File: src/rtl/pr_pkg.sv
// ----------------------------------------------------------------------------
// pr_pkg
// Shared definitions for the PageRank write-back slice: default datapath
// width, the fixed AXI single-beat constants and the divider state encoding.
// ----------------------------------------------------------------------------
package pr_pkg;

    localparam int INT_W_DEF = 64;

    // Every write is one 8-byte beat.
    localparam logic [2:0] SIZE_8B    = 3'b011;
    localparam logic [7:0] LEN_1BEAT  = 8'd0;
    localparam logic [1:0] BRESP_OKAY = 2'b00;

    typedef enum logic [1:0] {
        D_IDLE = 2'd0,
        D_BUSY = 2'd1,
        D_DONE = 2'd2
    } div_state_e;

endpackage

File: src/rtl/pr_divider.sv
// ----------------------------------------------------------------------------
// pr_divider
// Unsigned restoring divider, one quotient bit per clock, WIDTH clocks per
// divide. A zero divisor bypasses the iteration and returns the dividend.
//
// Ports:
//   clk, rst      clock, synchronous active-high reset
//   i_start       load operands (only honoured while o_idle)
//   i_dividend    numerator
//   i_divisor     denominator
//   i_ack         consumer has finished with o_quotient; return to idle
//   o_idle        ready for a new divide
//   o_done        o_quotient valid and held until i_ack
//   o_quotient    result, remainder discarded
// ----------------------------------------------------------------------------
module pr_divider
    import pr_pkg::*;
#(
    parameter int WIDTH = INT_W_DEF
) (
    input  logic             clk,
    input  logic             rst,
    input  logic             i_start,
    input  logic [WIDTH-1:0] i_dividend,
    input  logic [WIDTH-1:0] i_divisor,
    input  logic             i_ack,
    output logic             o_idle,
    output logic             o_done,
    output logic [WIDTH-1:0] o_quotient
);

    localparam int CW = $clog2(WIDTH);

    div_state_e       r_state;
    div_state_e       w_next;
    logic [CW-1:0]    r_cnt;
    logic [WIDTH-1:0] r_rem;
    logic [WIDTH-1:0] r_quo;
    logic [WIDTH-1:0] r_div;
    logic [WIDTH:0]   w_trial;
    logic             w_borrow;

    // The quotient register starts out holding the dividend; its MSB is
    // shifted into the partial remainder while quotient bits enter at the LSB.
    assign w_trial  = {r_rem, r_quo[WIDTH-1]} - {1'b0, r_div};
    assign w_borrow = w_trial[WIDTH];

    // NOTE: sequential state is updated with non-blocking assignments only,
    // so every register samples the pre-edge value of every other register.
    always_ff @(posedge clk) begin
        if (rst) r_state <= D_IDLE;
        else     r_state <= w_next;
    end

    // NOTE: the next-state default is assigned before the case so that no
    // path through this block leaves w_next unassigned (no latch).
    always_comb begin
        w_next = r_state;
        case (r_state)
            D_IDLE: if (i_start) w_next = (i_divisor == '0) ? D_DONE : D_BUSY;
            D_BUSY: if (r_cnt == CW'(WIDTH - 1)) w_next = D_DONE;
            D_DONE: if (i_ack) w_next = D_IDLE;
            default: w_next = D_IDLE;
        endcase
    end

    always_ff @(posedge clk) begin
        if (rst) begin
            r_cnt <= '0;
            r_rem <= '0;
            r_quo <= '0;
            r_div <= '0;
        end else begin
            case (r_state)
                D_IDLE: begin
                    if (i_start) begin
                        r_quo <= i_dividend;
                        r_div <= i_divisor;
                        r_rem <= '0;
                        r_cnt <= '0;
                    end
                end
                D_BUSY: begin
                    r_cnt <= r_cnt + CW'(1);
                    r_rem <= w_borrow ? {r_rem[WIDTH-2:0], r_quo[WIDTH-1]} : w_trial[WIDTH-1:0];
                    r_quo <= {r_quo[WIDTH-2:0], ~w_borrow};
                end
                default: ;
            endcase
        end
    end

    assign o_idle     = (r_state == D_IDLE);
    assign o_done     = (r_state == D_DONE);
    assign o_quotient = r_quo;

endmodule

File: src/rtl/pr_writeback.sv
// ----------------------------------------------------------------------------
// pr_writeback
// Final stage of the PageRank accumulator. Takes one finished vertex at a
// time, divides its rank sum by its out-edge count and writes the 64-bit
// quotient to base_waddr + vid*8 with a single-beat AXI write. Counts B
// responses per round and flags completion and bus errors.
//
// Ports:
//   clk, rst                      clock, synchronous active-high reset
//   base_waddr                    output array base, sampled on accept
//   n_expected, clear             round size, latched by the clear pulse
//   in_valid/in_ready             vertex handshake
//   in_vid, in_sum, in_nout       vertex id, rank sum, out-edge count
//   aw*_m, w*_m, b*_m             AXI write master channels
//   n_written                     B responses seen this round
//   round_done                    sticky, n_written reached n_expected
//   err                           sticky, a response had bad bresp or bid
// ----------------------------------------------------------------------------
module pr_writeback
    import pr_pkg::*;
#(
    parameter int          INT_W   = INT_W_DEF,
    parameter int          MAX_OUT = 4,
    parameter logic [15:0] AXI_ID  = 16'd0
) (
    input  logic             clk,
    input  logic             rst,
    input  logic [63:0]      base_waddr,
    input  logic [63:0]      n_expected,
    input  logic             clear,
    input  logic             in_valid,
    output logic             in_ready,
    input  logic [INT_W-1:0] in_vid,
    input  logic [INT_W-1:0] in_sum,
    input  logic [INT_W-1:0] in_nout,
    output logic [15:0]      awid_m,
    output logic [63:0]      awaddr_m,
    output logic [7:0]       awlen_m,
    output logic [2:0]       awsize_m,
    output logic             awvalid_m,
    input  logic             awready_m,
    output logic [15:0]      wid_m,
    output logic [511:0]     wdata_m,
    output logic [63:0]      wstrb_m,
    output logic             wlast_m,
    output logic             wvalid_m,
    input  logic             wready_m,
    input  logic [15:0]      bid_m,
    input  logic [1:0]       bresp_m,
    input  logic             bvalid_m,
    output logic             bready_m,
    output logic [63:0]      n_written,
    output logic             round_done,
    output logic             err
);

    localparam int OW = $clog2(MAX_OUT + 1);

    logic             w_div_idle;
    logic             w_div_done;
    logic [INT_W-1:0] w_quo;
    logic             w_start;
    logic             w_take;
    logic             w_release;
    logic             w_aw_hs;
    logic             w_w_hs;
    logic             w_b_hs;
    logic             w_b_bad;
    logic             w_b_dec;

    logic [63:0]      r_addr;
    logic             r_aw_pend;
    logic             r_w_pend;
    logic [OW-1:0]    r_out;
    logic [63:0]      r_nw;
    logic [63:0]      r_n_exp;
    logic             r_done;
    logic             r_err;

    // The divider's D_DONE state doubles as the single result slot: it holds
    // the quotient (and r_addr holds the address) until both AXI handshakes
    // have completed, so a new vertex is only accepted once the slot frees.
    assign in_ready = w_div_idle;
    assign w_start  = in_valid & w_div_idle;

    pr_divider #(.WIDTH(INT_W)) u_div (
        .clk        (clk),
        .rst        (rst),
        .i_start    (w_start),
        .i_dividend (in_sum),
        .i_divisor  (in_nout),
        .i_ack      (w_release),
        .o_idle     (w_div_idle),
        .o_done     (w_div_done),
        .o_quotient (w_quo)
    );

    always_ff @(posedge clk) begin
        if (rst)          r_addr <= '0;
        else if (w_start) r_addr <= base_waddr + (64'(in_vid) << 3);
    end

    assign w_aw_hs = awvalid_m & awready_m;
    assign w_w_hs  = wvalid_m & wready_m;
    assign w_b_hs  = bvalid_m & bready_m;
    assign w_b_bad = (bresp_m != BRESP_OKAY) || (bid_m != AXI_ID);
    assign w_b_dec = w_b_hs & (r_out != '0);

    // Take a finished result when neither channel is busy; release the slot
    // on the edge where the last outstanding handshake completes.
    assign w_take    = w_div_done & ~r_aw_pend & ~r_w_pend;
    assign w_release = w_div_done & (r_aw_pend | r_w_pend)
                     & (~r_aw_pend | w_aw_hs) & (~r_w_pend | w_w_hs);

    always_ff @(posedge clk) begin
        if (rst) begin
            r_aw_pend <= 1'b0;
            r_w_pend  <= 1'b0;
        end else if (w_take) begin
            r_aw_pend <= 1'b1;
            r_w_pend  <= 1'b1;
        end else begin
            if (w_aw_hs) r_aw_pend <= 1'b0;
            if (w_w_hs)  r_w_pend  <= 1'b0;
        end
    end

    // While AW is pending r_out can only fall, so a gated awvalid_m never
    // drops once it has risen.
    assign awvalid_m = r_aw_pend & (r_out != OW'(MAX_OUT));
    assign wvalid_m  = r_w_pend;

    always_ff @(posedge clk) begin
        if (rst)                      r_out <= '0;
        else if (w_aw_hs && !w_b_dec) r_out <= r_out + OW'(1);
        else if (!w_aw_hs && w_b_dec) r_out <= r_out - OW'(1);
    end

    always_ff @(posedge clk) begin
        if (rst) begin
            r_nw    <= '0;
            r_n_exp <= '0;
            r_done  <= 1'b0;
            r_err   <= 1'b0;
        end else if (clear) begin
            // A response landing with clear belongs to the new round.
            r_nw    <= {63'd0, w_b_hs};
            r_err   <= w_b_hs & w_b_bad;
            r_done  <= 1'b0;
            r_n_exp <= n_expected;
        end else begin
            if (w_b_hs)           r_nw   <= r_nw + 64'd1;
            if (w_b_hs & w_b_bad) r_err  <= 1'b1;
            if ((r_nw == r_n_exp) && (r_n_exp != '0)) r_done <= 1'b1;
        end
    end

    assign awid_m     = AXI_ID;
    assign awaddr_m   = r_addr;
    assign awlen_m    = LEN_1BEAT;
    assign awsize_m   = SIZE_8B;
    assign wid_m      = AXI_ID;
    assign wdata_m    = {8{64'(w_quo)}};
    assign wstrb_m    = 64'hFF << {r_addr[5:3], 3'b000};
    assign wlast_m    = 1'b1;
    assign bready_m   = 1'b1;
    assign n_written  = r_nw;
    assign round_done = r_done;
    assign err        = r_err;

endmodule

File: config.mk
export PLATFORM = sky130hd
export DESIGN_NAME = pr_writeback
export DESIGN_NICKNAME = d
export VERILOG_FILES = /design/src/rtl/pr_pkg.sv /design/src/rtl/pr_divider.sv /design/src/rtl/pr_writeback.sv
export SDC_FILE = /design/constraint.sdc
export NUM_CORES = 1
export LEC_CHECK = 0
export ABC_AREA = 1
export ABC_CLOCK_PERIOD_IN_PS = 4700
export BUFFER_PORTS_ARGS = -buffer_cell sky130_fd_sc_hd__buf_4
export CORE_AREA = 5 5 425 427
export DETAILED_ROUTE_END_ITERATION = 12
export DIE_AREA = 0 0 430 432
export PLACE_DENSITY = 0.39
export RECOVER_POWER = 50
export SYNTH_ARGS = -nofsm -noshare
export SYNTH_HDL_FRONTEND = slang
export SYNTH_HIERARCHICAL = 1
export SYNTH_SLANG_ARGS = --single-unit
File: constraint.sdc
create_clock -name clk -period 4.7 [get_ports clk]
set_input_delay 0.47 -clock clk [delete_from_list [all_inputs] [get_ports clk]]
set_output_delay 0.47 -clock clk [all_outputs]
set_load 0.02 [all_outputs]
# == Word-level counts from Yosys, hierarchy flattened ==
# Index checks and enable logic that the tools add are counted.
# totals
reg_bits,399
in_bits,345
wordCells,90
# op_classes
muxes,22
n_eq_ne,8
n_addsub,6
shift,1
reduce_logical,22
bitwise_logic,17
# op_table
cell,n
case mux 64 bit (2 select lines),2
2-to-1 mux 64 bit,3
subtractor 65 x 64 -> 65 bit,1
adder 64 x 1 -> 64 bit (second input constant),1
adder 64 bit,1
equality test 64 bit,1
logical NOT 64 bit,1
nonzero test 64 bit,1
<< shifter 8 x 6 -> 64 bit (first input constant),1
nonzero test 16 bit,1
nonzero test 2 bit,7
case mux 6 bit (2 select lines),1
bitwise AND 1 bit,11
2-to-1 mux 1 bit,8
2-to-1 mux 2 bit,4
adder 6 x 1 -> 6 bit (second input constant),1
equality test 6 bit (second input constant),1
2-to-1 mux 3 bit,2
2-to-1 mux 6 bit,1
!= test 2 x 1 -> 1 bit (second input constant),3
case mux 2 bit (3 select lines),1
AND reduction 2 bit,2
adder 3 x 1 -> 3 bit (second input constant),1
logical AND 1 bit,3
other kinds (12),17

# == Depth between registers and ports, before layout ==
# Gate-level depths: netlist of run 1.
# logic_depth
word_depth,8
ltp_mapped,21

# == Cells and area by module ==
# Netlist of run 1, hierarchy kept.
# by_module_without_submodules
mod,area_per_inst_um2,seq_area_each_um2,instances,cells_per_inst
pr_writeback,18970.7,3983.8,1,3084
pr_divider,14722.9,4003.8,1,2594

# == Least setup slack after synthesis of run 1 ==
# No wires, ideal clock.
# synth_path
kind,reg2reg
from,register u_div.r_state[1]
to,register u_div.r_quo[33] (netlist: u_div/o_quotient[33])
slack_ps,1944
path_stages_with_launch,12
arrival_ps,2631
cell_sequence,dfxtp_1 > nor2_1 > nand2_1 > inv_2 > clkbuf_1 > buf_1 > nand2_1 > nand2_1 > buf_2 > clkbuf_1 > buf_2 > a31oi_1
# synth_via
elab_chain_len,4
# synth_rtl
element,line_no,source
from (decl),pr_divider.sv:34,div_state_e r_state;
from (signal assigned),pr_divider.sv:52,else r_state <= w_next;
logical NOT 2 bit,pr_divider.sv:93,assign o_idle = (r_state == D_IDLE);
named net in_ready,pr_writeback.sv:32,"output logic in_ready,"
bitwise AND 1 bit,pr_writeback.sv:84,assign w_start = in_valid & w_div_idle;
named net w_start,pr_writeback.sv:62,logic w_start;
!= test 2 x 1 -> 1 bit (no line),-,
AND reduction 2 bit (no line),-,
to (signal assigned),pr_divider.sv:77,r_quo <= i_dividend;
to (signal assigned),pr_divider.sv:86,"r_quo <= {r_quo[WIDTH-2:0], ~w_borrow};"
to (decl),pr_divider.sv:38,logic [WIDTH-1:0] r_quo;
# The timed path passes the listed nets, and every way through them passes these cells.
# A chain may end at the register's enable or synchronous reset.

# == Final worst setup path of run 1 ==
# layout_path
from,register u_div.r_state[0]
to,register u_div.r_div[62]
# layout_via
elab_chain_len,3
# layout_rtl
element,line_no,source
logical NOT 2 bit (*),"pr_divider.sv:74, pr_divider.sv:93",
bitwise AND 1 bit,pr_writeback.sv:84,
AND reduction 2 bit (no line) (*),-,
to (signal assigned),pr_divider.sv:78,r_div <= i_divisor;
to (decl),pr_divider.sv:39,logic [WIDTH-1:0] r_div;
# Mark *: on every way between the ends. The rest lies on a longest branch, timed or not.

==> metrics.md, run 1 <==
| Metric | Value |
|---|---|
| Result of the run | `complete, but fails checks` |
| Violated checks | `max-capacitance violations, max-slew violations` |
| Antenna viol nets, final | `0` |
| Initial core utilization | `a little under a fifth` |
| Maximum capacitance violations | `7` |
| Number of iterations in the first detailed-routing pass | `8` |
| Crit Path Class | `register to register` |
| Portion of synthesized cell area occupied by the leading cell type | `between 20% and 30%` |
| Fin crit period | `3690 ps` |
| CTS sink count | `approximately 400` |
| Sequential area share after synthesis | `23.7%` |
| Fill cell instance count of the final layout | `20,500` |
| Clock latency at the later pin of the worst-skew pair | `approximately 700 ps` |
| Worst relative slew slack | `-48.4%` |
| Wire length of the first global-routing pass | `~250 mm` |
| Yosys Warn Count | `6` |
| Dominant cell type by area after synthesis | `sky130_fd_sc_hd__dfxtp_1` |
| Final Max Tran Viols | `278` |
| Post-synth cell types | `53` |
| Count of nets after finishing | `6,663` |
| Switching share of total power | `a little over half` |
| Resize count post-CTS | `0` |
| Avg Inst Size Synth | `5.93 um2` |
| Final setup TNS | `0 ps` |
| Cell depth of the worst hold path | `3` |
| Most used standard cells in the synthesized netlist | `sky130_fd_sc_hd__nand2_1 (1,707), sky130_fd_sc_hd__inv_1 (961), sky130_fd_sc_hd__buf_4 (549)` |
| # IOs | `around 1,100` |
| Worst EP required | `5290 ps` |
| Synthesized netlist cell count | `5,678` |
| Ratio of final minimum period to clock period | `about four fifths` |
| Timing startpoint of the critical path | `u_div/r_state[0]` |
| Vias per inst | `between 4 and 5` |
| Non-Filler Cell Area, Final | `between 40,000 and 50,000 um2` |
| Root cell of the clock tree | `sky130_fd_sc_hd__clkbuf_16` |
| Fraction of power consumed by sequential logic | `about a quarter` |
| Peak Freq | `approximately 0.27 GHz` |
| Power density normalized to cell area | `565 nW/um2` |
| Number of hold violations in the final report | `0` |
| Slew at the pin closest to its max-slew limit | `~2200 ps` |
| Num CTS Buffers | `55` |
| Clk pwr share | `~20%` |
| Chip Height | `about 430 um` |
| Core Region | `about 180,000 um2` |
| Setup repair after global routing missed its margin | `false` |
| Beginning of the worst register-to-register path | `u_div/r_state[0]` |
| Number of H-tree branching levels | `2` |
| DP Wirelength | `roughly 150 mm` |
| Leakage Power | `just over 0.02 uW` |
| Length in cells of the worst reg-to-reg path | `9` |
| Yosys reg bits | `399` |
| Post-route DRC | `0` |
| Proportion of power drawn by combinational gates | `53.8%` |
| Cells taking the most area after synthesis | `sky130_fd_sc_hd__dfxtp_1 (24%), sky130_fd_sc_hd__nand2_1 (19%), sky130_fd_sc_hd__buf_4 (12%), sky130_fd_sc_hd__inv_1 (11%), sky130_fd_sc_hd__nor2_1 (5.5%)` |
| CTS Buffer Depth | `3` |
| Area growth from synthesis to final layout | `21.4%` |
| Average wire per cell in the routed design | `20.8 um` |
| Pin count of the biggest net entering global routing | `90` |
| Reg-to-reg slack, setup | `just over 1000 ps` |
| Most frequently used flop master after synthesis | `sky130_fd_sc_hd__dfxtp_1` |
| Std-Cell Rows | `approximately 150` |
| Clock transition at path regs | `about 60 ps` |
| Endpoint of the lowest-slack register-to-register path | `u_div/r_div[62]` |
| Initial drt markers | `2,697` |
| Most frequent cell after synthesis | `sky130_fd_sc_hd__nand2_1` |
| Final estimated routing congestion in global placement | `0.966` |
| Type of the worst min-delay path | `input pin to register` |
| Netlist area before placement | `roughly 34,000 um2` |
| End of the worst hold path | `r_n_exp[1]` |
| Crit end category | `register` |
| Antenna violations before repair | `16` |
| Async SR Flop Fraction | `0%` |
| Maximum clock skew at final layout | `roughly 61 ps` |
| Gr usage total | `around 18%` |
| Arrival time at the worst endpoint | `4280 ps` |
| Number of port buffers | `~1,100` |
| Endpoints failing setup | `0` |
| Number of vias in the routed layout | `35,700` |
| Share of layout cells above drive strength 1 | `a little over an eighth` |
| Die Footprint | `roughly 190,000 um2` |
| Placed inst area | `approximately 40,000 um2` |
| Internal power of the cells | `approximately 10,000 uW` |
| Peak fanout along the critical path | `slightly below 90` |
| Remaining global-route overflow | `0` |
| Number of flops mapped to enable cells by yosys | `0` |
| Net load switching power | `about 13,000 uW` |
| Via count of the first global-routing pass | `roughly 34,000` |
| Clock tree from TritonCTS | `built` |
| Startpoint of the worst hold path | `n_expected[1]` |
| Total detailed-routing wirelength | `roughly 180 mm` |
| Floorplan die width | `430 um` |
| Largest voltage drop on the vdd net | `approximately 0.00032 V` |
| Crit start category | `register` |
==> registers in the layout, summed over array words and instances (netlist names) <==
| register | cells |
|---|---|
| awaddr_m | 64 |
| err | 1 |
| n_written | 64 |
| r_aw_pend | 1 |
| r_n_exp | 64 |
| r_out | 3 |
| round_done | 1 |
| u_div/o_quotient | 64 |
| u_div/r_cnt | 6 |
| u_div/r_div | 64 |
| u_div/r_rem | 64 |
| u_div/r_state | 2 |
| wvalid_m | 1 |
==> cells in the final DEF (no fill, tap or decap), types with 12 or more instances in the layout <==
| master | instances |
|---|---|
| sky130_fd_sc_hd__clkbuf_16 | 55 |
| sky130_fd_sc_hd__ha_1 | 127 |
| sky130_fd_sc_hd__o21ai_0 | 268 |
| sky130_fd_sc_hd__nor4_1 | 43 |
| sky130_fd_sc_hd__conb_1 | 45 |
| sky130_fd_sc_hd__nand3_1 | 222 |
| sky130_fd_sc_hd__nand2_2 | 19 |
| sky130_fd_sc_hd__xor2_1 | 71 |
| sky130_fd_sc_hd__inv_1 | 960 |
| sky130_fd_sc_hd__clkbuf_1 | 418 |
| sky130_fd_sc_hd__xnor2_1 | 43 |
| sky130_fd_sc_hd__nand4_1 | 66 |
| sky130_fd_sc_hd__nor2_1 | 488 |
| sky130_fd_sc_hd__inv_2 | 22 |
| sky130_fd_sc_hd__buf_4 | 667 |
| sky130_fd_sc_hd__a31oi_1 | 68 |
| sky130_fd_sc_hd__dlygate4sd3_1 | 24 |
| sky130_fd_sc_hd__nand2_1 | 1705 |
| sky130_fd_sc_hd__nor2_2 | 12 |
| sky130_fd_sc_hd__a21oi_1 | 314 |
| sky130_fd_sc_hd__dfxtp_1 | 399 |
| sky130_fd_sc_hd__nor3_1 | 62 |
==> critical path, stage by stage, from the launching register on <==
cell	delay, ps
sky130_fd_sc_hd__dfxtp_1	510
sky130_fd_sc_hd__nor2_1	110
sky130_fd_sc_hd__clkbuf_1	180
sky130_fd_sc_hd__nand2_1	150
sky130_fd_sc_hd__inv_4	40
sky130_fd_sc_hd__nand2_1	190
sky130_fd_sc_hd__clkbuf_1	1200
sky130_fd_sc_hd__buf_4	780
sky130_fd_sc_hd__o21ai_0	210
sky130_fd_sc_hd__a21oi_1	160
==> cell families after synthesis <==
logic type	after synthesis	synth area share (%)
XOR/XNOR	114	2.96
adder cells (fa/ha/maj)	130	4.89
other	2	0.0223
flip-flops	399	23.7
buffers and inverters	1679	25.0
AND/OR/NAND/NOR	2666	32.7
AO/OA/AOI/OAI	688	10.7
==> area by class of cell <==
class / count / area [um2] / area share [%]
timing repair buffer: 1103 / 6800 / 16.6
sequential: 399 / 7990 / 19.5
clock buffer: 73 / 1540 / 3.77
tap: 2340 / 2930 / 7.16
multi-input combinational: 3643 / 17500 / 42.7
clock inverter: 29 / 465 / 1.14
inverter: 986 / 3710 / 9.06
antenna: 5 / 12.5 / 0.0306
==> routing by layer <==
metal	routed length (um)	GRT usage, %	share of wire, %	up-vias
met1	81700	24.6	46	16600
met4	4680	4.33	2.6	2
li1	-	-	-	18000
met5	79	0	0.044	-
met2	82500	29.7	46	974
met3	9540	2.63	5.3	169
==> power by group through the flow <==
stage | Combinational (uW) | Sequential [uW] | Clock (uW)
finish | 12400 | 5960 | 4720
global route | 13400 | 5980 | 5040
CTS | 13600 | 5900 | 4940
detailed placement | 13600 | 5960 | 0
global placement | 13600 | 5920 | 0
floorplan | 9540 | 5380 | 0
==> how the worst max path moves through the flow <==
| stage | endpoint | slack (ps) | cells after the start |
|---|---|---|---|
| finish | u_div/r_div[62] | 1010 | 9 |
| global route | u_div/r_div[55] | 550 | 9 |
| CTS | u_div/r_rem[50] | 1320 | 20 |
| detailed placement | u_div/r_rem[59] | 1340 | 20 |
| global placement | u_div/r_rem[56] | 1370 | 20 |
| floorplan | u_div/o_quotient[33] | 1940 | 11 |
==> what timing repair did <==
item,CTS,global route
buffers inserted,0,0
hold endpoints to repair,24,0
hold buffers,24,0
==> metrics by stage <==
stage	total power [uW]	cells	worst slack [ps]	hold WS, ps	util, %
floorplan	14900	5721	1940	429	-
global placement	19500	8447	1370	446	22.9
detailed placement	19500	8447	1340	452	22.9
CTS	24500	8573	1320	1.12	24.2
global route	24400	8575	547	40.9	23.3
finish	23100	8578	1010	65.4	23.3
Power figures use the tool's default switching activity.
==> run 2, diff against run 1 <==
Settings changed: ABC_AREA 1 to 0, ABC_CLOCK_PERIOD_IN_PS 4700 to 3750, CORE_AREA 5 5 425 427 to 5 5 427 429, DIE_AREA 0 0 430 432 to 0 0 432 434, PLACE_DENSITY 0.39 to 0.36.
Clock period 4.7 ns to 3.75 ns, I/O delays scaled along.
==> run 2 against run 1 <==
Net effect: the run still ends with max-capacitance violations, max-slew violations left; cell count decreased by 20%; die area is 0.93% higher; power is 39% higher; critical path depth grew 7; first-iteration DRC count decreased by 41%; clock skew decreased by 22 ps; combinational power is 56% higher; sequential power up 23%; area after synthesis down 15%; largest power group unchanged; highest routed layer is now met4.
==> metrics.md, run 2 <==
| Metric | Value |
|---|---|
| Result of the run | `complete, but fails checks (unchanged)` |
| Violated checks | `max-capacitance violations, max-slew violations (unchanged)` |
| Routed length on met2 | `74.3 mm (was 82.5 mm)` |
| Chip Height | `434 um (was 432 um)` |
| Initial drt markers | `1,580 (was 2,697)` |
| Clock latency at the later pin of the worst-skew pair | `650 ps (was 700 ps)` |
| Timing startpoint of the critical path | `u_div/o_quotient[63] (was u_div/r_state[0])` |
| Wire length of the first global-routing pass | `206 mm (was 246 mm)` |
| Post-route DRC | `0 (unchanged)` |
| Met1 layer wirelength in the final routing | `61.5 mm (was 81.7 mm)` |
| Top metal layer carrying routed signals | `met4 (was met5)` |
| Most frequent cell after synthesis | `sky130_fd_sc_hd__buf_4 (was sky130_fd_sc_hd__nand2_1)` |
| DP Wirelength | `122 mm (was 148 mm)` |
| Area growth from synthesis to final layout | `33.1% (was 21.4%)` |
| Final setup TNS | `0 ps (unchanged)` |
| Beginning of the worst register-to-register path | `u_div/o_quotient[63] (was u_div/r_state[0])` |
| Leakage Power | `0.0163 uW (was 0.0205 uW)` |
| Final Max Tran Viols | `132 (was 278)` |
| Std-Cell Rows | `155 (was 154)` |
| Portion of synthesized cell area occupied by the leading cell type | `28.0% (was 23.7%)` |
| Length in cells of the worst reg-to-reg path | `16 (was 9)` |
| Endpoints failing setup | `0 (unchanged)` |
| Crit Path Class | `register to register (unchanged)` |
| Number of hold violations in the final report | `0 (unchanged)` |
| Yosys reg bits | `399 (unchanged)` |
| Reg-to-reg slack, setup | `100 ps (was 1010 ps)` |
| Core Region | `178,000 um2 (was 176,000 um2)` |
| Most frequently used flop master after synthesis | `sky130_fd_sc_hd__dfxtp_1 (unchanged)` |
| Slowest Stage Delay on Critical Path | `550 ps (was 1200 ps)` |
| Clock transition at path regs | `60 ps (about the same)` |
| Maximum clock skew at final layout | `38.6 ps (was 60.7 ps)` |
| Largest voltage drop on the vdd net | `0.000715 V (was 0.000319 V)` |
| Worst EP required | `4260 ps (was 5290 ps)` |
| Maximum capacitance violations | `3 (was 7)` |
| Arrival time at the worst endpoint | `4160 ps (was 4280 ps)` |
| Peak fanout along the critical path | `7 (was 89)` |
| Most common cell after layout, fill and taps aside | `sky130_fd_sc_hd__buf_4 (was sky130_fd_sc_hd__nand2_1)` |
| Number of iterations in the first detailed-routing pass | `5 (was 8)` |
| Number of stages on the worst setup path | `16 (was 9)` |
| Series of cell instances along the critical path | `inv_2, ha_4, inv_2, fa_2, a21o_1, a221o_1, a31oi_4, o211ai_2, and4bb_4, o2111ai_4, a21oi_2, a2111o_2, buf_12, buf_12, mux2i_1, o21ai_1 (was nor2_1, clkbuf_1, nand2_1, inv_4, nand2_1, clkbuf_1, buf_4, o21ai_0, a21oi_1)` |
| Crit end category | `register (unchanged)` |
| Initial core utilization | `16.0% (was 19.2%)` |
| Async SR Flop Fraction | `0% (unchanged)` |
| Average wire per cell in the routed design | `22.2 um (was 20.8 um)` |
| Yosys Warn Count | `6 (unchanged)` |
| Floorplan die width | `432 um (was 430 um)` |
| Type of the worst min-delay path | `input pin to register (unchanged)` |
| CTS sink count | `399 (unchanged)` |
| Design Power | `32,200 uW (was 23,100 uW)` |
| # IOs | `1,099 (unchanged)` |
| Number of port buffers | `1,050 (unchanged)` |
| Leading cell types in the layout, fill and taps excluded | `sky130_fd_sc_hd__buf_4 (721), sky130_fd_sc_hd__nand2_1 (525), sky130_fd_sc_hd__clkbuf_1 (447) (was sky130_fd_sc_hd__nand2_1 (1,705), sky130_fd_sc_hd__inv_1 (960), sky130_fd_sc_hd__buf_4 (667))` |
| CP delay by family, top | `compound AO/OA/AOI/OAI gates (was buffers and inverters)` |
| Hold_ws | `74.2 ps (was 65.4 ps)` |
| Via count of the first global-routing pass | `27,800 (was 33,600)` |
| Cells taking the most area after synthesis | `sky130_fd_sc_hd__dfxtp_1 (28%), sky130_fd_sc_hd__buf_4 (14%), sky130_fd_sc_hd__nand2_1 (6.9%), sky130_fd_sc_hd__ha_1 (5.6%), sky130_fd_sc_hd__a21oi_1 (4.9%) (was sky130_fd_sc_hd__dfxtp_1 (24%), sky130_fd_sc_hd__nand2_1 (19%), sky130_fd_sc_hd__buf_4 (12%), sky130_fd_sc_hd__inv_1 (11%), sky130_fd_sc_hd__nor2_1 (5.5%))` |
| Count of nets after finishing | `4,894 (was 6,663)` |
| Pin count of the biggest net entering global routing | `130 (was 90)` |
| Ratio of final minimum period to clock period | `97.3% (was 78.5%)` |
| Crit start category | `register (unchanged)` |
| Die Footprint | `187,000 um2 (was 186,000 um2)` |
| Number of H-tree branching levels | `2 (unchanged)` |
| Post-synth cell types | `93 (was 53)` |
| Netlist area before placement | `28,500 um2 (was 33,700 um2)` |
| Sequential area share after synthesis | `28.0% (was 23.7%)` |
| Total detailed-routing wirelength | `151 mm (was 178 mm)` |
| Antenna violations before repair | `13 (was 16)` |
| Peak Freq | `0.274 GHz (was 0.271 GHz)` |
| Setup crit end | `u_div/r_rem[45] (was u_div/r_div[62])` |
| Amount of wire on met3 after detailed routing | `9.43 mm (was 9.54 mm)` |
| Share of layout cells above drive strength 1 | `19.8% (was 13.7%)` |
| Final estimated routing congestion in global placement | `0.847 (was 0.966)` |
| Vias per inst | `4.14 (was 4.16)` |
| Number of flops mapped to enable cells by yosys | `0 (unchanged)` |
| Clock tree from TritonCTS | `built (unchanged)` |
| Slew at the pin closest to its max-slew limit | `2420 ps (was 2230 ps)` |
| Worst relative slew slack | `-61.4% (was -48.4%)` |
| Num CTS Buffers | `56 (was 55)` |
| Remaining global-route overflow | `0 (unchanged)` |
| Setup repair after global routing missed its margin | `true (was false)` |
| Antenna viol nets, final | `0 (unchanged)` |
| CP max-delay cell | `sky130_fd_sc_hd__a2111o_2 (was sky130_fd_sc_hd__clkbuf_1)` |
| Synthesized netlist cell count | `3,684 (was 5,678)` |
| Root cell of the clock tree | `sky130_fd_sc_hd__clkbuf_16 (unchanged)` |
| CTS Buffer Depth | `3 (unchanged)` |
| Gr usage total | `15.0% (was 18.0%)` |
| Dominant cell type by area after synthesis | `sky130_fd_sc_hd__dfxtp_1 (unchanged)` |
| Power density normalized to cell area | `848 nW/um2 (was 565 nW/um2)` |
| Avg Inst Size Synth | `7.74 um2 (was 5.93 um2)` |
| Worst path bufs/invs | `4 (unchanged)` |
| Most used standard cells in the synthesized netlist | `sky130_fd_sc_hd__buf_4 (549), sky130_fd_sc_hd__nand2_1 (526), sky130_fd_sc_hd__dfxtp_1 (399) (was sky130_fd_sc_hd__nand2_1 (1,707), sky130_fd_sc_hd__inv_1 (961), sky130_fd_sc_hd__buf_4 (549))` |
| Fin crit period | `3650 ps (was 3690 ps)` |
| Endpoint of the lowest-slack register-to-register path | `u_div/r_rem[45] (was u_div/r_div[62])` |
| Number of vias in the routed layout | `28,300 (was 35,700)` |
## run 2: cell families (layout without fill, tap and decap cells)
kind of cell,after synthesis,after routing,share of synthesized area (%)
xor gates and xnor gates,211,211,6.48
adders and majority gates,130,130,5.78
AOI/OAI and AO/OA,776,776,17.6
and+or+nand+nor,1199,1199,19.1
other,2,52,0.0263
buffers and inverters,842,1580,18.6
muxes,125,125,4.40
DFF,399,399,28.0
## run 2: worst min-delay path by stage
stage	start	to	cells past startpoint
after CTS	in_sum[28]	u_div/o_quotient[28]	3
after detailed placement	u_div/r_div[33]	u_div/r_div[33]	2
after floorplan	u_div/r_div[10]	u_div/r_div[10]	2
after global placement	awaddr_m[15]	awaddr_m[15]	2
after global routing	in_sum[28]	u_div/o_quotient[28]	3
final	in_sum[28]	u_div/o_quotient[28]	3
## run 2: final cells by class
class	instances	area, um2
antenna	7	17.5
clock buffer	75	1600
clock inverter	29	288
fill	20300	140000
inverter	108	405
multi-input combinational	2486	15500
sequential	399	7990
tap	2355	2950
timing repair buffer	1368	9240
## run 2: stage by stage
stage / util, % / instance area, um2 / setup WS, ps / cells
3_5_place_dp: 20.1 / 35700 / -83.2 / 6517
5_1_grt: 21.3 / 38000 / -42.6 / 6820
3_3_place_gp: 20.1 / 35700 / -202 / 6517
6_report: 21.4 / 38000 / 102 / 6827
4_1_cts: 22.2 / 39500 / 36.4 / 6814
2_1_floorplan: - / 28700 / 250 / 3727
## run 2: metal layers
metal,vias up,GRT usage (%)
met4,0,5.48
met1,13500,17.8
met2,956,26.5
met3,175,3.10
li1,13700,-
met5,-,0
## run 2: tightest hold or removal path, delay by kind of cell
kind,cells,cell delay (ps)
simple gates,1,70
compound gates,1,90
buf+inv,1,110
## run 2: report_power, final
group / leakage, uW / switching (uW) / total [uW] / internal (uW)
Sequential: 0.00326 / 2260 / 7310 / 5040
Combinational: 0.0121 / 12200 / 19400 / 7210
Clock: 0.000931 / 2310 / 5520 / 3220
## run 2: what timing repair did
item,in CTS,in global routing
resized for setup,0,15
hold endpoints to repair,192,0
endpoints found under the setup margin,0,18
hold buffers,193,0
setup buffers,0,5
==> run 3, diff against run 2 <==
--- a/config.mk
+++ b/config.mk
@@ -13,4 +13,6 @@
 export DIE_AREA = 0 0 432 434
+export GPL_TIMING_DRIVEN = 1
 export PLACE_DENSITY = 0.36
 export RECOVER_POWER = 50
+export REMOVE_ABC_BUFFERS = 1
 export SYNTH_ARGS = -nofsm -noshare
==> constraint.sdc (replaced) <==
create_clock -name clk -period 3.75 [get_ports clk]
set_input_delay 0.1875 -clock clk [delete_from_list [all_inputs] [get_ports clk]]
set_output_delay 0.1875 -clock clk [all_outputs]
set_load 0.02 [all_outputs]
==> run 3 against run 2 <==
Net effect: sequential cell count is the same; clock power grew 2%; setup slack gained 6.9 ps; non-clock buffer count grew 35; largest cell class unchanged; die area is the same; routed wire length grew 8.2%; cell count grew 0.44%; the flow still finishes with violations (max-capacitance violations, max-slew violations).
==> metrics.md, run 3 (synthesis gave the netlist of run 2 again) <==
| Metric | Value |
|---|---|
| Series of cell instances along the critical path | `inv_2, ha_2, inv_1, fa_2, a21o_1, a221o_1, a31oi_4, o211ai_2, and4bb_4, o2111ai_2, a21oi_1, a2111o_2, buf_6, buf_4, mux2_4, o21ai_1 (was inv_2, ha_4, inv_2, fa_2, a21o_1, a221o_1, a31oi_4, o211ai_2, and4bb_4, o2111ai_4, a21oi_2, a2111o_2, buf_12, buf_12, mux2i_1, o21ai_1)` |
| Most common cell after layout, fill and taps aside | `sky130_fd_sc_hd__buf_4 (unchanged)` |
| Switching share of total power | `52.7% (was 52.0%)` |
| Fill cell instance count of the final layout | `20,200 (was 20,300)` |
| Setup repair after global routing missed its margin | `true (unchanged)` |
| Initial core utilization | `16.0% (unchanged)` |
| Number of port buffers | `1,050 (unchanged)` |
| Worst EP required | `4330 ps (was 4260 ps)` |
| Total placed cells including tap cells | `6,521 (was 6,517)` |
| CTS sink count | `399 (unchanged)` |
| Type of the worst min-delay path | `input pin to register (unchanged)` |
| Final estimated routing congestion in global placement | `0.855 (was 0.847)` |
| Std-Cell Rows | `155 (unchanged)` |
| Initial drt markers | `1,704 (was 1,580)` |
| Total detailed-routing wirelength | `164 mm (was 151 mm)` |
| Peak Freq | `0.275 GHz (was 0.274 GHz)` |
| Average wire per cell in the routed design | `23.9 um (was 22.2 um)` |
| Minimum setup slack after placement | `96.8 ps (was -83.2 ps)` |
| Net load switching power | `17,400 uW (was 16,700 uW)` |
| Gr usage total | `16.4% (was 15.0%)` |
| End of the worst hold path | `awaddr_m[3] (was u_div/o_quotient[28])` |
| Clock transition at path regs | `60 ps (about the same)` |
| Floorplan die width | `432 um (unchanged)` |
| Ratio of final minimum period to clock period | `97.1% (was 97.3%)` |
| Number of vias in the routed layout | `28,800 (was 28,300)` |
| Clk pwr share | `17.0% (was 17.2%)` |
| Worst relative slew slack | `-81.2% (was -61.4%)` |
| Number of H-tree branching levels | `2 (unchanged)` |
| Root cell of the clock tree | `sky130_fd_sc_hd__clkbuf_16 (unchanged)` |
| Pin count of the biggest net entering global routing | `113 (was 130)` |
| Maximum capacitance violations | `6 (was 3)` |
| Beginning of the worst register-to-register path | `u_div/o_quotient[63] (unchanged)` |
| Timing startpoint of the critical path | `u_div/o_quotient[63] (unchanged)` |
| Number of hold violations in the final report | `0 (unchanged)` |
| Antenna viol nets, final | `0 (unchanged)` |
| Crit start category | `register (unchanged)` |
| Clock tree from TritonCTS | `built (unchanged)` |
| Leading cell types in the layout, fill and taps excluded | `sky130_fd_sc_hd__buf_4 (711), sky130_fd_sc_hd__nand2_1 (524), sky130_fd_sc_hd__clkbuf_1 (461) (was sky130_fd_sc_hd__buf_4 (721), sky130_fd_sc_hd__nand2_1 (525), sky130_fd_sc_hd__clkbuf_1 (447))` |
| Arrival time at the worst endpoint | `4220 ps (was 4160 ps)` |
| Via count of the first global-routing pass | `28,400 (was 27,800)` |
| Largest voltage drop on the vdd net | `0.000570 V (was 0.000715 V)` |
| Fraction of power consumed by sequential logic | `23.0% (was 22.7%)` |
| Internal power of the cells | `15,600 uW (was 15,500 uW)` |
| Final worst slack | `108 ps (was 102 ps)` |
| Wire length of the first global-routing pass | `222 mm (was 206 mm)` |
| Count of non-filler cells in the finished layout | `6,857 (was 6,827)` |
| CTS Buffer Depth | `3 (unchanged)` |
| Proportion of power drawn by combinational gates | `60.0% (was 60.2%)` |
| Remaining global-route overflow | `0 (unchanged)` |
| Endpoints failing setup | `0 (unchanged)` |
| Die Footprint | `187,000 um2 (unchanged)` |
| Power density normalized to cell area | `865 nW/um2 (was 848 nW/um2)` |
| Fin crit period | `3640 ps (was 3650 ps)` |
| Clock latency at the later pin of the worst-skew pair | `650 ps (about the same)` |
| Final Max Tran Viols | `172 (was 132)` |
| CP max-delay cell | `sky130_fd_sc_hd__a2111o_2 (unchanged)` |
| Reg-to-reg slack, setup | `110 ps (was 100 ps)` |
| Share of layout cells above drive strength 1 | `19.3% (was 19.8%)` |
| Crit Path Class | `register to register (unchanged)` |
| Hold_ws | `35.2 ps (was 74.2 ps)` |
| Post-route DRC | `0 (unchanged)` |
| DP Wirelength | `133 mm (was 122 mm)` |
| Vias per inst | `4.20 (was 4.14)` |
| Area growth from synthesis to final layout | `34.0% (was 33.1%)` |
| Core Region | `178,000 um2 (unchanged)` |
| Violated checks | `max-capacitance violations, max-slew violations (unchanged)` |
| Cell depth of the worst hold path | `4 (was 3)` |
| Maximum clock skew at final layout | `20.6 ps (was 38.6 ps)` |
| Slowest Stage Delay on Critical Path | `520 ps (was 550 ps)` |
| # IOs | `1,099 (unchanged)` |
| Number of iterations in the first detailed-routing pass | `7 (was 5)` |
| Antenna violations before repair | `21 (was 13)` |
| Slew at the pin closest to its max-slew limit | `2720 ps (was 2420 ps)` |
| Peak fanout along the critical path | `7 (unchanged)` |
| Startpoint of the worst hold path | `base_waddr[3] (was in_sum[28])` |
| Endpoint of the lowest-slack register-to-register path | `u_div/r_rem[0] (was u_div/r_rem[45])` |
| CP delay by family, top | `compound AO/OA/AOI/OAI gates (unchanged)` |
| Result of the run | `complete, but fails checks (unchanged)` |
| Worst path bufs/invs | `4 (unchanged)` |
| Chip Height | `434 um (unchanged)` |
| Count of nets after finishing | `4,929 (was 4,894)` |
| Leakage Power | `0.0165 uW (was 0.0163 uW)` |
| Num CTS Buffers | `56 (unchanged)` |
| Crit end category | `register (unchanged)` |
| Length in cells of the worst reg-to-reg path | `16 (unchanged)` |
==> run 3: layout make-up <==
| type | count | area, um2 | area share [%] |
|---|---|---|---|
| Antenna cell | 5 | 12.5 | 0.0327 |
| Clock buffer | 77 | 1610 | 4.22 |
| Clock inverter | 24 | 283 | 0.740 |
| Inverter | 108 | 405 | 1.06 |
| Multi-Input combinational cell | 2486 | 15400 | 40.4 |
| Sequential cell | 399 | 7990 | 20.9 |
| Tap cell | 2355 | 2950 | 7.71 |
| Timing Repair Buffer | 1403 | 9520 | 24.9 |
==> run 3: per-stage QoR <==
step / power, uW / instance area (um2) / setup TNS [ps] / utilization [%]
after CTS: 34500 / 39800 / 0 / 22.4
after global placement: 28500 / 35700 / 0 / 20.1
after detailed placement: 28400 / 35700 / 0 / 20.1
after floorplan: 16300 / 23800 / -692530 / -
final: 33100 / 38200 / 0 / 21.5
after global routing: 35000 / 38200 / -95.6 / 21.5
==> run 3: timing repair <==
item | CTS | global route
resized for setup | 0 | 9
buffers inserted | 0 | 2
setup endpoints to repair | 0 | 34
hold endpoints to repair | 202 | 0
hold buffers | 226 | 0
==> run 3: how the worst max path moves through the flow <==
| stage | slack, ps | endpoint | depth (start not counted) |
|---|---|---|---|
| 2_1_floorplan | -6790 | u_div/r_rem[51] | 8 |
| 3_3_place_gp | 110 | u_div/r_rem[20] | 16 |
| 3_5_place_dp | 100 | u_div/r_rem[35] | 16 |
| 4_1_cts | 100 | u_div/r_rem[20] | 16 |
| 5_1_grt | -20 | u_div/r_rem[55] | 16 |
| 6_report | 110 | u_div/r_rem[0] | 16 |
==> run 3: worst min-delay path: cells and delay by family <==
| kind | cells | cell delay [ps] |
|---|---|---|
| buffers and inverters | 1 | 80 |
| AOI/OAI and AO/OA | 1 | 110 |
| adders and majority gates | 1 | 190 |
| and+or+nand+nor | 1 | 70 |
==> run 3: routing by layer <==
| metal | track usage (%) | routed length, um | part of all wire [%] | vias to the layer above |
|---|---|---|---|---|
| li1 | - | - | - | 13700 |
| met1 | 19.4 | 65100 | 40 | 13900 |
| met2 | 29.4 | 82700 | 50 | 913 |
| met3 | 2.78 | 8410 | 5.1 | 223 |
| met4 | 6.12 | 7370 | 4.5 | 2 |
| met5 | 1.07 | 277 | 0.17 | - |
==> run 3: power groups by stage <==
stage                     combinational, uW  sequential [uW]  clock (uW)
after floorplan                        7250             9090           0
after global placement                20800             7710           0
after detailed placement              20700             7750           0
after CTS                             21000             7670        5860
after global routing                  21300             7660        6000
final                                 19800             7600        5620
